--- src/rtl/imem_loader_if.sv ---
// Write port from the program loader into instr_mem.
// Ports (via modports):
//   master - driven by imem_loader: wr_en, wr_addr, wr_data
//   slave  - consumed by instr_mem:  wr_en, wr_addr, wr_data
interface imem_loader_if #(
   parameter int ADDR_W = 7
);
   logic              wr_en;
   logic [ADDR_W-1:0] wr_addr;
   logic [31:0]       wr_data;

   modport master (output wr_en, output wr_addr, output wr_data);
   modport slave  (input  wr_en, input  wr_addr, input  wr_data);
endinterface

--- src/rtl/imem_loader.sv ---
// Keys a program into instr_mem one hex nibble at a time. Eight nibbles
// (MSB first) form a 32-bit word, which is written with a one-cycle strobe
// at the next word address. The CPU is held in reset for the whole session.
//
// Ports:
//   clock, reset        - system clock, synchronous active-high reset
//   load_en             - level, requests a load session
//   nibble              - hex digit to append
//   key_nibble          - debounced level, rising edge appends nibble
//   key_finish          - debounced level, rising edge ends the session
//   imem (master)       - wr_en / wr_addr / wr_data to instr_mem
//   cpu_hold            - high whenever not IDLE
//   preview             - current shift register
//   nib_cnt             - nibbles entered in the current word
//   word_cnt            - words written this session
//
// state | meaning
// ------+-----------------------------------------------------------
// IDLE  | no session; CPU runs; waits for load_en
// ENTRY | collecting nibbles into the shift register
// WRITE | single cycle; wr_en high, word written, counters advance
// DONE  | session ended (finish key or MAX_WORDS); waits for load_en=0
module imem_loader #(
   parameter int ADDR_W    = 7,
   parameter int MAX_WORDS = 32
) (
   input  logic                clock,
   input  logic                reset,
   input  logic                load_en,
   input  logic [3:0]          nibble,
   input  logic                key_nibble,
   input  logic                key_finish,
   imem_loader_if.master       imem,
   output logic                cpu_hold,
   output logic [31:0]         preview,
   output logic [2:0]          nib_cnt,
   output logic [ADDR_W-2:0]   word_cnt
);

   typedef enum logic [1:0] {IDLE, ENTRY, WRITE, DONE} state_t;

   localparam logic [ADDR_W-2:0] LAST_CNT = (ADDR_W-1)'(MAX_WORDS - 1);

   state_t              state, state_nxt;
   logic [31:0]         shift;
   logic [31:0]         shift_nxt;
   logic [ADDR_W-3:0]   word_idx;
   logic                key_nibble_q, key_finish_q;
   logic                nib_edge, fin_edge;
   logic [ADDR_W-1:0]   wr_addr_q;
   logic [31:0]         wr_data_q;

   logic                start;
   logic                discard;
   logic                shift_en;
   logic                commit;

   // Edge registers reset high so a key held through reset is not counted.
   assign nib_edge  = key_nibble & ~key_nibble_q;
   assign fin_edge  = key_finish & ~key_finish_q;
   assign shift_nxt = {shift[27:0], nibble};

   always_ff @(posedge clock) begin
      if (reset) begin
         state <= IDLE;
      end else begin
         state <= state_nxt;
      end
   end

   always_comb begin
      state_nxt = state;
      start     = 1'b0;
      discard   = 1'b0;
      shift_en  = 1'b0;
      commit    = 1'b0;
      case (state)
         IDLE: begin
            if (load_en) begin
               state_nxt = ENTRY;
               start     = 1'b1;
            end
         end
         ENTRY: begin
            if (!load_en) begin
               state_nxt = IDLE;
               discard   = 1'b1;
            end else if (fin_edge) begin
               state_nxt = DONE;
            end else if (nib_edge) begin
               shift_en = 1'b1;
               if (nib_cnt == 3'd7) begin
                  state_nxt = WRITE;
               end
            end
         end
         WRITE: begin
            // The write always completes; load_en only picks the exit.
            commit = 1'b1;
            if (word_cnt == LAST_CNT) begin
               state_nxt = DONE;
            end else if (load_en) begin
               state_nxt = ENTRY;
            end else begin
               state_nxt = IDLE;
            end
         end
         DONE: begin
            if (!load_en) begin
               state_nxt = IDLE;
            end
         end
         default: state_nxt = IDLE;
      endcase
   end

   always_ff @(posedge clock) begin
      if (reset) begin
         key_nibble_q <= 1'b1;
         key_finish_q <= 1'b1;
         shift        <= '0;
         nib_cnt      <= '0;
         word_idx     <= '0;
         word_cnt     <= '0;
         wr_addr_q    <= '0;
         wr_data_q    <= '0;
      end else begin
         key_nibble_q <= key_nibble;
         key_finish_q <= key_finish;
         if (start) begin
            shift    <= '0;
            nib_cnt  <= '0;
            word_idx <= '0;
            word_cnt <= '0;
         end else if (discard) begin
            shift   <= '0;
            nib_cnt <= '0;
         end else if (shift_en) begin
            shift   <= shift_nxt;
            nib_cnt <= nib_cnt + 3'd1;
            // Capture the completed word so wr_data/wr_addr are registered
            // and stable during the WRITE cycle.
            if (nib_cnt == 3'd7) begin
               wr_data_q <= shift_nxt;
               wr_addr_q <= {word_idx, 2'b00};
            end
         end else if (commit) begin
            shift    <= '0;
            word_idx <= word_idx + 1'b1;
            word_cnt <= word_cnt + 1'b1;
         end
      end
   end

   assign imem.wr_en   = (state == WRITE);
   assign imem.wr_addr = wr_addr_q;
   assign imem.wr_data = wr_data_q;
   assign cpu_hold     = (state != IDLE);
   assign preview      = shift;

endmodule

--- src/flat_wrapper.sv ---
// flat-port wrapper written by rule: the top's interface ports become plain ports
module imem_loader_flat 
#(
   parameter int ADDR_W    = 7,
   parameter int MAX_WORDS = 32
)
  (clock, reset, load_en, nibble, key_nibble, key_finish, cpu_hold, preview, nib_cnt, word_cnt, imem_wr_en, imem_wr_addr, imem_wr_data);
  imem_loader_if #(.ADDR_W(ADDR_W)) imem_i ();
  input  logic clock;
  input  logic reset;
  input  logic load_en;
  input  logic [3:0] nibble;
  input  logic key_nibble;
  input  logic key_finish;
  output logic cpu_hold;
  output logic [31:0] preview;
  output logic [2:0] nib_cnt;
  output logic [ADDR_W-2:0] word_cnt;
  output wire logic [$bits(imem_i.wr_en)-1:0] imem_wr_en;
  output wire logic [$bits(imem_i.wr_addr)-1:0] imem_wr_addr;
  output wire logic [$bits(imem_i.wr_data)-1:0] imem_wr_data;
  assign imem_wr_en = imem_i.wr_en;
  assign imem_wr_addr = imem_i.wr_addr;
  assign imem_wr_data = imem_i.wr_data;
  imem_loader #(.ADDR_W(ADDR_W), .MAX_WORDS(MAX_WORDS)) u_core (.clock(clock), .reset(reset), .load_en(load_en), .nibble(nibble), .key_nibble(key_nibble), .key_finish(key_finish), .imem(imem_i), .cpu_hold(cpu_hold), .preview(preview), .nib_cnt(nib_cnt), .word_cnt(word_cnt));
endmodule
--- config.mk ---
export PLATFORM = sky130hd
export DESIGN_NAME = imem_loader_flat
export DESIGN_NICKNAME = d
export VERILOG_FILES = /design/src/rtl/imem_loader_if.sv /design/src/rtl/imem_loader.sv /design/src/flat_wrapper.sv
export SDC_FILE = /design/constraint.sdc
export NUM_CORES = 1
export LEC_CHECK = 0
export BUFFER_PORTS_ARGS = -buffer_cell sky130_fd_sc_hd__clkbuf_2
export CAP_MARGIN = 10
export CORE_MARGIN = 5
export CORE_UTILIZATION = 40
export DETAILED_ROUTE_END_ITERATION = 10
export GPL_TIMING_DRIVEN = 0
export PLACE_DENSITY = 0.74
export SYNTH_ARGS = -nofsm -noshare
export SYNTH_HDL_FRONTEND = slang
export SYNTH_SLANG_ARGS = --single-unit
export TNS_END_PERCENT = 1
--- constraint.sdc ---
create_clock -name clock -period 3.7 [get_ports clock]
set_input_delay 0.185 -clock clock [delete_from_list [all_inputs] [get_ports clock]]
set_output_delay 0.185 -clock clock [all_outputs]
set_load 0.01 [all_outputs]
Word level (Yosys, flattened, before mapping)
Cells that the tools add are included.
{"block": "op_classes", "add_sub_neg": 3, "n_eq_ne": 9, "n_mux": 20, "bitwise_logic": 7, "n_reduce_logical": 8}
{"operator": "32-bit two-way mux", "n": 2}
{"operator": "2-bit two-way mux", "n": 7}
{"operator": "1-bit two-way mux", "n": 10}
{"operator": "4-bit by 2-bit != test with 1-bit output, second input constant", "n": 2}
{"operator": "2-bit one-hot mux with 4 select lines", "n": 1}
{"operator": "4-bit AND reduction", "n": 2}
{"operator": "6-bit by 1-bit adder with 6-bit output, second input constant", "n": 1}
{"operator": "6-bit by 5-bit == test with 1-bit output, second input constant", "n": 1}
{"operator": "5-bit by 1-bit adder with 5-bit output, second input constant", "n": 1}
{"operator": "1-bit NOT", "n": 5}
{"operator": "2-bit == test, second input constant", "n": 2}
{"operator": "2-bit != test, second input constant", "n": 2}
{"operator": "2-bit nonzero test", "n": 2}
{"operator": "3-bit by 1-bit adder with 3-bit output, second input constant", "n": 1}
{"operator": "3-bit == test, second input constant", "n": 1}
{"operator": "3-bit AND reduction", "n": 1}
{"operator": "3-bit OR reduction", "n": 1}
{"operator": "1-bit bitwise AND", "n": 2}
{"operator": "2-bit by 1-bit == test with 1-bit output, second input constant", "n": 1}
{"operator": "2-bit logical NOT", "n": 1}
{"operator": "2-bit OR reduction", "n": 1}
{"block": "word_totals", "reg_bits": 87, "in_bits": 9, "out_inout_bits": 82, "wordCells": 56}

Depth between registers and ports, before layout
Gate-level depths: netlist of the first run.
{"block": "depth", "word_depth": 8, "depth_mapped": 7, "depth_no_buf": 5}

Worst setup path after synthesis of the first run
Ideal clock, no wire load.
{"block": "synth_path", "path_type": "flip-flop to flip-flop", "startpoint": "reg u_core.state[0]", "endpoint": "reg u_core.wr_addr_q[2] (netlist: u_core.imem.wr_addr[2])", "setup_time_ns": 0.072, "arrival_time_ns": 1.392, "required_ns": 3.628, "setup_slack_ns": 2.236, "path_stages_with_launch": 8, "n_path_buf": 4, "period_less_slack_ns": 1.464, "path_cell_list": "dfxtp_1 > buf_6 > and4b_1 > buf_6 > and4_4 > buf_12 > buf_12 > mux2i_1"}
{"block": "synth_via", "elab_chain_len": 4, "elab_cells_between_ends": 8, "classes_between": "eq/ne: 1; mux: 3; bitwise: 2; reduce/logical: 2"}
{"item": "start: declaration", "line_no": "imem_loader.sv:44", "text": "state_t state, state_nxt;"}
{"item": "start signal: assignment", "line_no": "imem_loader.sv:67", "text": "state <= state_nxt;"}
{"item": "2-bit by 1-bit == test with 1-bit output / 2-bit logical NOT (equally long branches)", "line_no": "imem_loader.sv:77", "text": "case (state)"}
{"item": "1-bit two-way mux", "line_no": "imem_loader.sv:77"}
{"item": "1-bit NOT (no line)"}
{"item": "4-bit AND reduction (no line) (*)"}
{"item": "end signal: assignment", "line_no": "imem_loader.sv:145", "text": "wr_addr_q <= {word_idx, 2'b00};"}
{"item": "end: declaration", "line_no": "imem_loader.sv:50", "text": "logic [ADDR_W-1:0] wr_addr_q;"}
Every way passes the cells marked *; elsewhere a longest branch is shown, timed or not.
A chain may end at the register's enable or synchronous reset.

Worst setup path in the final report of the first run
{"block": "layout_path", "startpoint": "reg u_core.state[1]", "endpoint": "reg u_core.nib_cnt[0]"}
{"block": "layout_via", "elab_chain_len": 3, "elab_cells_between_ends": 6, "classes_between": "eq/ne: 1; mux: 3; reduce/logical: 2"}
{"item": "2-bit by 1-bit == test with 1-bit output / 2-bit logical NOT (equally long branches)", "line_no": "imem_loader.sv:77"}
{"item": "1-bit two-way mux", "line_no": "imem_loader.sv:77"}
{"item": "3-bit OR reduction (no line)"}
{"item": "end signal: assignment", "line_no": "imem_loader.sv:140", "text": "nib_cnt <= nib_cnt + 3'd1;"}
{"item": "end: declaration", "line_no": "imem_loader.sv:36", "text": "output logic [2:0] nib_cnt,"}
Parallel ways exist; a longest one is shown, timed or not.

==> summary.md, run 1 <==
Prior to clock tree synthesis, the placed netlist has a worst setup slack of 2.01 ns. Setup total negative slack: 0 ns. The dominant delay contributor by cell family on the critical path was buffers and inverters. The starting density of the core was 0.410; the placeable core area was 9240 um2. Multiplexer share of the synthesized area: 0.0977. Of all cell types, the one taking the most synthesized area is dfxtp_1. Ranked by total cell area, the synthesized netlist is headed by dfxtp_1 46%, mux2i_1 9.8%, nand2_1 7.9%. The type of the worst setup path was reg -> reg. The run gives 3 as the count of H-tree levels built during CTS.

The run gives 0 as the final global-route overflow total. Combinational fraction of design power: 0.041. Setup slack on the critical path of the routed design comes to 1.95 ns. The stage delay of the slowest cell on the critical path was 0.48 ns; the switching share of power was 0.207. The tightest min-delay check is of the in -> reg type. The synthesized netlist occupies a cell area of 3790 um2. The count of input and output buffers is 87. The tools report the aggregate global-route resource usage as 0.173. Fill cells in the final layout number 891.

The per-instance average area after synthesis is 9.11 um2, and the post-cts hold buffer count is 0. For the number of antenna violations at the first check in global routing, the log shows 0. Library cell used as clock root buffer: clkbuf_8. The tools report the number of primary I/O pins as 91. After clock tree synthesis, the clock-pin slew on the worst setup and hold paths is 0.08 ns. For the worst-skew pair, the clock arrives at the later sink with an insertion delay of 0.35 ns. Dividing total power by cell area gives a power density of 391 nW/um2.

Counting along the longest clock path gives a buffer depth of 2. For this run, design rule violations remaining after detail routing come to 0. The first TritonRoute pass finished after 4 iterations. The arrival time reported for the critical path endpoint is 1.97 ns, and the area share of fa/ha/maj cells after synthesis is 0.0132. The count of flip-flops with a built-in enable after synthesis was 0; the count of cell types in the netlist was 37. STA puts the critical path data required time at 3.91 ns.

The tools report the number of slew-limit violations in the final report as 0. The run finished with clean final reports. The number of DRC markers in iteration 0 was 274. The number of antenna diodes in the final layout is 0. The routed layout has 3473 vias. The die covers 11500 um2. After layout, the minimum clock period comes to 1.75 ns. Among all flip-flop cells after synthesis, the most frequent one is dfxtp_1. The area fraction in and, or, nand and nor cells after synthesis was 0.182; the share of synthesized area occupied by flip-flops and latches was 0.460.

The share of Yosys cell area claimed by the top area cell type was 0.460; the layout overhead on the synthesized area was 22.3%. The startpoint type of the worst setup path is a flop. The run gives 1.68 nW as the leakage power total.

Once layout is complete, the cells apart from fillers number 648. In the final routed layout, each cell accounts on average for 15.5 um. During synthesis, Yosys emitted a total of 0 warnings. Registers take 1740 um2.

TritonCTS created 9 clock buffers. The run gives 0.375 mW as the power spent charging and discharging nets. The logs give 0.623 for the relative max-transition margin and 3264 for the via count of the first global-routing pass. For the final database, setup skew stands at 0.0117 ns. The final core utilization is 0.502.

The last weighted congestion value of the routability-driven placer was 0.873; the share of layout cells above drive strength 1 was 0.237. Entering global routing, the biggest net connects 14 pins. The synthesized instance count was 416. For the count of standard-cell rows, the log shows 35. The share of flip-flops with an asynchronous set or reset after synthesis works out to 0. The final number of hold-violating endpoints is 0.

Hold timing on the final database bottoms out at a slack of 0.0688 ns. The run gives 0 as the number of max-cap violations. The multi-input combinational cells in the finished layout cover a total of 1750 um2. Once the clock tree was built, the setup fixing pass inserted 0 buffers. After synthesis, the largest family of logic cells by area is simple AND/OR/NAND/NOR gates. Once detailed placement completed, the half-perimeter wirelength came to 7380 um. The design internal power came out at 1.44 mW. Setup repair after global routing left no endpoint under its margin. The xor and xnor fraction of the mapped netlist area works out to 0.0116. Including well taps, the total number of placed cells is 633. Of all nets on the critical path, the largest fanout is 10.

The first global-routing pass estimated 16200 um of wire. Together, buffers and inverters on the worst path number 2. Setup violations remaining at the end of the flow were counted as 0. TritonCTS built the clock tree. The die is 107 um tall.

The clock network fraction of design power is 0.442, and the x dimension of the die is 107 um. Across the VDD grid, the largest voltage drop is 171 uV. Derived from the worst setup path, the maximum achievable clock frequency is 0.570 GHz. The number of clock sinks came out at 87. Once the clock tree was built, the resizer swapped 0 gates to a different size. The complex-gate fraction of the synthesized area came out at 0.156. After detailed routing, the number of vias per cell comes to 5.36. The logs give 10000 um for the total wire length after detailed routing and 0 for the count of antenna-violating nets left after detailed routing. The final critical-path share of the clock period was 0.474. The largest individual stage delay along the critical path comes from the cell o21ai_1. At the pin with the least slew margin, the transition time is 0.562 ns. For the relative contribution of sequential cells to total power, the log shows 0.518. Walking the worst path, the cells encountered are buf_2 -> o21ai_1 -> clkbuf_1 -> a21oi_1. At the end of the flow, the number of nets in the layout was 528. The number of register bits inferred by synthesis is 87. STA classifies the critical path endpoint as a flop.
[registers in the layout (all words and copies together), names as in the netlist, 2 cells and up]
name,flops
u_core.state,2
u_core.word_idx,5
u_core.word_cnt,6
u_core.imem.wr_addr,5
u_core.nib_cnt,3
u_core.imem.wr_data,32
u_core.preview,32
[kinds of logic (layout without fill, tap and decap cells)]
kind of cell / after synthesis / in the layout
simple gates: 140 / 140
compound gates: 89 / 89
flops: 87 / 87
buf+inv: 53 / 155
mux: 37 / 37
xor+xnor: 5 / 5
fa+ha+maj: 4 / 4
other cells: 1 / 2
[area by class of cell]
cell class,count,share of cell area
Timing Repair Buffer,87,0.0939
Clock inverter,3,0.0194
Clock buffer,12,0.0335
Sequential cell,87,0.376
Multi-Input combinational cell,277,0.378
Buffer,47,0.0596
Inverter,6,0.00486
Tap cell,129,0.0348
[path summary, 6_finish.rpt]
kind / end / slack, ns / cells after the start / from
setup / recovery: u_core.nib_cnt[0]$_SDFFE_PP0N_ / 1.95 / 4 / u_core.state[1]$_SDFFE_PP0P_
hold / removal: u_core.key_finish_q$_SDFF_PP1_ / 0.07 / 2 / key_finish
setup reg to reg: u_core.nib_cnt[0]$_SDFFE_PP0N_ / 1.95 / 4 / u_core.state[1]$_SDFFE_PP0P_
hold reg to reg: u_core.imem.wr_data[12]$_SDFFE_PP0P_ / 0.46 / 2 / u_core.imem.wr_data[12]$_SDFFE_PP0P_
[power groups by stage]
stage          combinational [mW]  clock, mW  sequential, mW
2_1_floorplan              0.0484          0           0.961
3_3_place_gp               0.0707          0           0.961
3_5_place_dp               0.0724          0           0.961
4_1_cts                    0.0727      0.814           0.939
5_1_grt                    0.0819      0.852           0.940
6_report                   0.0738      0.801           0.939
[layout by cell type (no fill, tap or decap), types with 3 or more instances in the layout]
master	netlist	layout
nand2_1	80	80
buf_2	7	7
inv_1	5	5
or3_1	3	3
buf_12	4	4
ha_1	4	4
clkbuf_8	0	11
xnor2_1	4	4
o21ai_0	3	3
o311ai_0	32	32
nand4_1	35	35
a21oi_1	43	43
o31ai_1	5	5
bufinv_16	0	3
clkbuf_1	31	32
buf_4	3	3
dfxtp_1	87	87
clkbuf_2	0	87
nor2_1	6	6
mux2i_1	37	37
[per-stage QoR]
step	total power, mW	area [um2]
6_report	1.81	4640
3_5_place_dp	1.03	4390
5_1_grt	1.87	4640
4_1_cts	1.83	4640
3_3_place_gp	1.03	4390
2_1_floorplan	1.01	3790
[Yosys cell counts (3+ instances only)]
master and number:
dfxtp_1 87, nand2_1 80, a21oi_1 43, mux2i_1 37, nand4_1 35, o311ai_0 32, clkbuf_1 31, buf_2 7
nor2_1 6, inv_1 5, o31ai_1 5, buf_12 4, ha_1 4, xnor2_1 4, buf_4 3, o21ai_0 3
or3_1 3
[metal layers]
metal / track usage / routed length, um
met1: 0.227 / 4490
met5: 0 / 0
met4: 0.0667 / 163
met2: 0.280 / 4730
met3: 0.0348 / 627
[worst register-to-register path, stage by stage (launching register included)]
cell and delay, ns:
dfxtp_1 0.39, buf_2 0.22, o21ai_1 0.48, clkbuf_1 0.45, a21oi_1 0.09
Note: power is estimated with default switching activity, not from simulation.
==> inputs of run 2 (changes only) <==
clock period = 1.7 ns   (was 3.7 ns; I/O delays follow)
==> summary.md, run 2 (synthesis results as in run 1) <==
The flow ran to the end, and the final reports show no timing, DRC or antenna violations. For the number of antenna violations at the first check in global routing, the log shows 0 (unchanged). Die outline height: 107 um (unchanged). The final global-route overflow total was 0 (unchanged); the number of endpoints failing setup at the final stage was 0 (unchanged). The tools report the capturing element type of the critical path as a flop (unchanged). The final number of hold-violating endpoints is 0 (unchanged).

The total power was 3.97 mW (was 1.81 mW); the last weighted congestion value of the routability-driven placer was 0.873 (unchanged). The type of the worst setup path was reg -> reg (unchanged). The largest driver fanout on the critical path was 10 (unchanged); the placeable core area was 9240 um2 (unchanged). The via count normalized by instance count was 5.32 (was 5.36); the final net count was 537 (was 528).

The tools report the arrival time reported for the critical path endpoint as 1.87 ns (was 1.97 ns). The time the worst path needs with I/O delays and setup was 1.66 ns (was 1.75 ns); the number of max-cap violations was 0 (unchanged). The required time of the worst setup path was 1.91 ns (was 3.91 ns); the via count of the first global-routing pass was 3303 (was 3264). The power density over the cells is 837 nW/um2 (was 391 nW/um2).

For the antenna diode instance count, the log shows 0 (unchanged). The worst IR drop on VDD is 372 uV (was 171 uV). The detailed-route wire length per cell works out to 15.4 um (was 15.5 um).

The cell with the largest stage delay on the worst path is o311ai_0 (was o21ai_1). The count of antenna-violating nets left after detailed routing is 0 (unchanged). The final routed DRC violation total was 0 (unchanged). The count of standard-cell rows is 35 (unchanged), and the count of H-tree levels built during CTS is 3 (unchanged).

The run gives 16400 um (was 16200 um) as the global-route wire length before repair. For the aggregate global-route resource usage, the log shows 0.175 (was 0.173). Setup repair after global routing could not meet its margin everywhere.

The run gives 0.0129 ns (was 0.0117 ns) as the largest clock skew in the final design. The tools report the pin count of the biggest net entering global routing as 14 (unchanged). Critical path cell sequence: buf_6 -> nand4b_2 -> buf_1 -> o311ai_0 -> a21oi_1 (was buf_2 -> o21ai_1 -> clkbuf_1 -> a21oi_1). The logs give 0.0416 ns (was 1.95 ns) for the smallest setup slack after layout and 2 (unchanged) for the maximum root-to-sink buffer count. The number of clock sinks is 87 (unchanged). The total wire length after detailed routing came out at 10100 um (was 10000 um). The stage delay of the slowest cell on the critical path works out to 0.42 ns (was 0.48 ns). The number of slew-limit violations in the final report was 0 (unchanged). The clock latency reported for the late side of the worst-skew pair was 0.35 ns (about the same); the share of layout cells above drive strength 1 was 0.244 (was 0.237). The tools report the number of detailed-routing iterations run before antenna repair as 4 (unchanged).

Count of input and output buffers: 87 (unchanged). The timing-limited maximum frequency was 0.603 GHz (was 0.570 GHz). The actual slew at the worst max-slew pin works out to 0.528 ns (was 0.562 ns). The number of clock buffers inserted by TritonCTS came out at 9 (unchanged). Most frequent cells in the layout: 89 x clkbuf_2, 85 x dfxtp_1, 80 x nand2_1 (was 87 x clkbuf_2, 87 x dfxtp_1, 80 x nand2_1). Leaving out fill and tap cells, the most frequent cell in the layout is clkbuf_2. The logs give 11500 um2 (unchanged) for the area of the die and 0.00647 ns (was 2.01 ns) for the worst-case setup slack after placement. The final critical-path share of the clock period was 0.976 (was 0.474); the starting density of the core was 0.410 (unchanged). The tools report the setup total negative slack as 0 ns (unchanged). Relative max-transition margin: 0.648 (was 0.623).

The run gives 3492 (was 3473) as the total number of vias. For the number of primary I/O pins, the log shows 91 (unchanged). The x dimension of the die works out to 107 um (unchanged). The layout overhead on the synthesized area is 25.1% (was 22.3%). The tools report the startpoint type of the worst setup path as a flop (unchanged). The run gives 1.73 nW (was 1.68 nW) as the leakage power total. TritonCTS built the clock tree. The class of the tightest hold or removal check was in -> reg (unchanged).

The final core utilization was 0.513 (was 0.502); the clock slew seen by the registers of the worst setup and hold paths was 0.08 ns (about the same). For the post-DP HPWL, the log shows 7380 um (unchanged). The library cell used as clock root buffer was clkbuf_8 (unchanged). Number of DRC markers in iteration 0: 267 (was 274).
run 2: cell count changes in the layout (fill, tap and decap cells not counted), sizes merged:
cell | before | now
clkbuf | 130 | 129
buf | 16 | 17
dlygate4sd3 | 0 | 9
run 2: layout make-up:
cell class                 instances  area (um2)
fill                             885        4500
clock buffer                      12         155
multi-input combinational        277        1760
sequential                        87        1740
inverter                           6        22.5
tap                              129         161
timing repair buffer              96         526
clock inverter                     3        90.1
buffer                            47         282
run 2: where the power goes:
part           internal, mW  leakage (nW)  switching [mW]
clock network          1.05         0.123           0.695
registers              2.04         0.702         0.00358
logic                0.0557         0.905           0.124
run 2: final timing paths:
path                                   startpoint                                   end  slack [ns]  cells past startpoint
max                  u_core.state[0]$_SDFFE_PP0P_        u_core.preview[7]$_SDFFE_PP0P_        0.04                      5
min                                       load_en          u_core.state[1]$_SDFFE_PP0P_        0.06                      3
max reg2reg          u_core.state[0]$_SDFFE_PP0P_        u_core.preview[7]$_SDFFE_PP0P_        0.04                      5
min reg2reg  u_core.imem.wr_data[21]$_SDFFE_PP0P_  u_core.imem.wr_data[21]$_SDFFE_PP0P_        0.46                      2
run 2: repair_timing:
item | CTS | global route
resized for setup | 1 | 14
buffers inserted | 0 | 0
hold buffers | 9 | 0
hold endpoints to repair | 10 | 0
setup endpoints to repair | 1 | 44
run 2: layer usage:
| metal | GRT usage | wire (um) | vias up |
|---|---|---|---|
| met5 | 0 | 0 | - |
| met4 | 0.0649 | 165 | 0 |
| met1 | 0.230 | 4640 | 1658 |
| li1 | - | - | 1728 |
| met3 | 0.0330 | 473 | 14 |
| met2 | 0.286 | 4820 | 92 |
run 2: per-stage QoR:
step | std cells | cell area, um2 | hold slack [ns]
after floorplan | 417 | 3790 | 0.157
after global placement | 633 | 4390 | 0.324
after detailed placement | 633 | 4390 | 0.323
after CTS | 657 | 4730 | 0.0443
after global routing | 657 | 4740 | 0.0675
final | 657 | 4740 | 0.0574
run 2: critical path, delay by kind of cell, from the launching register on:
kind	cells	cell delay (ns)
AO/OA/AOI/OAI	2	0.55
buffers and inverters	2	0.42
flip-flops	1	0.33
AND/OR/NAND/NOR	1	0.24
==> inputs of run 3 (changes only) <==
PLACE_DENSITY = 0.76   (was 0.74)
clock period = 1.5 ns   (was 1.7 ns; I/O delays follow)
==> summary.md, run 3 (synthesis results as in run 1) <==
The flow ran to the end, but the final reports show violations. The checks that failed: negative setup slack. Startpoint of the worst hold path: reset (was load_en). The number of antenna violations at the first check in global routing came out at 0 (unchanged). The tools report the destination of the worst hold path as u_core.word_idx[4]$_SDFFE_PP0P_ (was u_core.state[1]$_SDFFE_PP0P_).

The logs give 0 (unchanged) for the final global-route overflow total and 1.79 ns (was 1.87 ns) for the arrival time reported for the critical path endpoint. Final number of hold-violating endpoints: 0 (unchanged). The most common library cell in the layout ignoring fill and taps was clkbuf_2 (unchanged). The tools report the number of clock sinks as 87 (unchanged).

The run gives -0.0317 ns (was 0 ns) as the setup total negative slack. The number of DRC markers in iteration 0 is 217 (was 267). The time the worst path needs with I/O delays and setup is 1.51 ns (was 1.66 ns), and the number of max-cap violations is 0 (unchanged).

Flop-to-flop setup slack: -0.01 ns (was 0.04 ns). The tools report the smallest setup slack after layout as -0.0144 ns (was 0.0416 ns). The count of standard-cell rows is 35 (unchanged).

The tools report the number of slew-limit violations in the final report as 0 (unchanged). The antenna diode instance count is 0 (unchanged). The layout overhead on the synthesized area was 28.2% (was 25.1%).

The run gives -0.200 ns (was 0.00647 ns) as the worst-case setup slack after placement. The tools report the required time of the worst setup path as 1.78 ns (was 1.91 ns). The worst setup path startpoint was u_core.state[0]$_SDFFE_PP0P_ (unchanged). The depth of the worst register-to-register path works out to 6 (was 5).

The largest driver fanout on the critical path came out at 7 (was 10). Area of the die: 11500 um2 (unchanged). Setup repair after global routing could not meet its margin everywhere. Pin count of the biggest net entering global routing: 14 (unchanged). The endpoint of the lowest-slack register-to-register path was u_core.imem.wr_addr[2]$_SDFFE_PP0P_ (was u_core.preview[7]$_SDFFE_PP0P_). The maximum root-to-sink buffer count is 2 (unchanged), and the switching share of power is 0.232 (was 0.207). The worst IR drop on VDD was 395 uV (was 372 uV). The tools report the relative contribution of sequential cells to total power as 0.565 (was 0.515). The share of layout cells above drive strength 1 is 0.293 (was 0.244). The depth of the worst hold-timing path is 3 (unchanged). The number of detailed-routing iterations run before antenna repair was 6 (was 4); the final routed DRC violation total was 0 (unchanged). The run gives 0.184 (was 0.175) as the aggregate global-route resource usage. The launch point of the worst reg-to-reg path is u_core.state[0]$_SDFFE_PP0P_ (unchanged). The die outline height was 107 um (unchanged); the timing-limited maximum frequency was 0.660 GHz (was 0.603 GHz).

The clock latency reported for the late side of the worst-skew pair is 0.36 ns (was 0.35 ns), and the via count of the first global-routing pass is 3486 (was 3303). Total number of vias: 3632 (was 3492). Via count normalized by instance count: 5.47 (was 5.32). The actual slew at the worst max-slew pin was 0.509 ns (was 0.528 ns); the power density over the cells was 845 nW/um2 (was 837 nW/um2). The tools report the count of H-tree levels built during CTS as 3 (unchanged). Final net count: 543 (was 537). The tools report the starting density of the core as 0.410 (unchanged).

The x dimension of the die was 107 um (unchanged). The startpoint type of the worst setup path is a flop (unchanged). Final critical-path share of the clock period: 1.01 (was 0.976).

The largest clock skew in the final design is 0.00872 ns (was 0.0129 ns). The number of primary I/O pins is 91 (unchanged). The leakage power total is 1.79 nW (was 1.73 nW).

Capturing element type of the critical path: a flop (unchanged). The number of clock buffers inserted by TritonCTS is 9 (unchanged). The placement-stage cell area is 4390 um2 (unchanged), and the count of antenna-violating nets left after detailed routing is 0 (unchanged). TritonCTS built the clock tree.

The detailed-route wire length per cell is 16.1 um (was 15.4 um). The last weighted congestion value of the routability-driven placer came out at 0.856 (was 0.873). The type of the worst setup path is reg -> reg (unchanged).

The post-DP HPWL is 7550 um (was 7380 um), and the power spent charging and discharging nets is 0.953 mW (was 0.823 mW). The global-route wire length before repair came out at 17200 um (was 16400 um). Most frequent cells in the layout: 97 x clkbuf_2, 83 x dfxtp_1, 80 x nand2_1 (was 89 x clkbuf_2, 85 x dfxtp_1, 80 x nand2_1).

The library cell used as clock root buffer is clkbuf_8 (unchanged). The count of input and output buffers came out at 87 (unchanged). The clock slew seen by the registers of the worst setup and hold paths was 0.08 ns (about the same). The logs give 0.050 (was 0.045) for the combinational fraction of design power and 4860 um2 (was 4740 um2) for the post-route cell area. The number of endpoints failing setup at the final stage is 3 (was 0).

The class of the tightest hold or removal check was in -> reg (unchanged). The logs give 0.385 (was 0.440) for the clock network fraction of design power and 3.15 mW (about the same) for the design internal power. The tools report the placeable core area as 9240 um2 (unchanged).

The run gives 0.661 (was 0.648) as the relative max-transition margin. The tools report the total wire length after detailed routing as 10700 um (was 10100 um).
==> run 3: changes by cell type in the layout (fill, tap and decap cells not counted), moves of 3 or more <==
| cell | previous run | this run |
|---|---|---|
| bufinv_16 | 3 | 0 |
| clkbuf_2 | 89 | 97 |
| buf_4 | 3 | 8 |
| o311ai_1 | 5 | 13 |
| o311ai_0 | 27 | 19 |
| clkinv_2 | 0 | 3 |
| clkbuf_1 | 28 | 17 |
==> run 3: metal layers <==
layer  share of wire  up-vias  wire (um)  track usage
met5               0        -          0            0
met4           0.022        0        233       0.0775
met3           0.064       21        689       0.0384
met2            0.48      142       5120        0.299
met1            0.44     1732       4670        0.236
li1                -     1737          -            -
==> run 3: power groups by stage <==
stage	sequential (mW)	clock (mW)	combinational [mW]
after global routing	2.32	1.69	0.227
after floorplan	2.37	0	0.119
after CTS	2.32	1.61	0.205
after global placement	2.37	0	0.174
after detailed placement	2.37	0	0.180
final	2.32	1.58	0.206
==> run 3: worst max-delay path by stage <==
stage               cells past startpoint  slack (ns)                                   to
floorplan                               7        0.04  u_core.imem.wr_addr[2]$_SDFFE_PP0P_
global placement                        4       -0.17      u_core.preview[29]$_SDFFE_PP0P_
detailed placement                      4       -0.20      u_core.preview[29]$_SDFFE_PP0P_
CTS                                     7       -0.03  u_core.imem.wr_data[0]$_SDFFE_PP0P_
global route                            4       -0.06       u_core.preview[8]$_SDFFE_PP0P_
finish                                  6       -0.01  u_core.imem.wr_addr[2]$_SDFFE_PP0P_
==> run 3: through the flow <==
stage | power [mW] | instances | hold slack [ns] | utilization
2_1_floorplan | 2.49 | 417 | 0.147 | -
3_3_place_gp | 2.54 | 633 | 0.315 | 0.475
3_5_place_dp | 2.55 | 633 | 0.312 | 0.475
4_1_cts | 4.13 | 661 | 0.0190 | 0.515
5_1_grt | 4.24 | 664 | 0.0461 | 0.526
6_report | 4.11 | 664 | 0.0201 | 0.526
==> run 3: area by class of cell <==
type	count	area (um2)
Inverter	6	22.5
Clock inverter	3	15.0
Fill cell	868	4380
Clock buffer	13	179
Sequential cell	87	1750
Multi-Input combinational cell	277	1790
Timing Repair Buffer	104	653
Buffer	45	294
Tap cell	129	161
==> run 3: timing repair <==
item | CTS | global route
hold buffers | 9 | 0
gates cloned | 1 | 2
hold endpoints to repair | 12 | 0
setup endpoints to repair | 62 | 79
pin swaps | 1 | 1
gates resized for setup | 18 | 38
setup buffers | 3 | 2
==> run 3: worst max-delay path, stage by stage, from the launching register on <==
cell and delay, ns:
dfxtp_4 0.39, and4b_1 0.21, buf_6 0.10, and4_4 0.22
buf_12 0.16, buf_12 0.13, mux2i_2 0.21
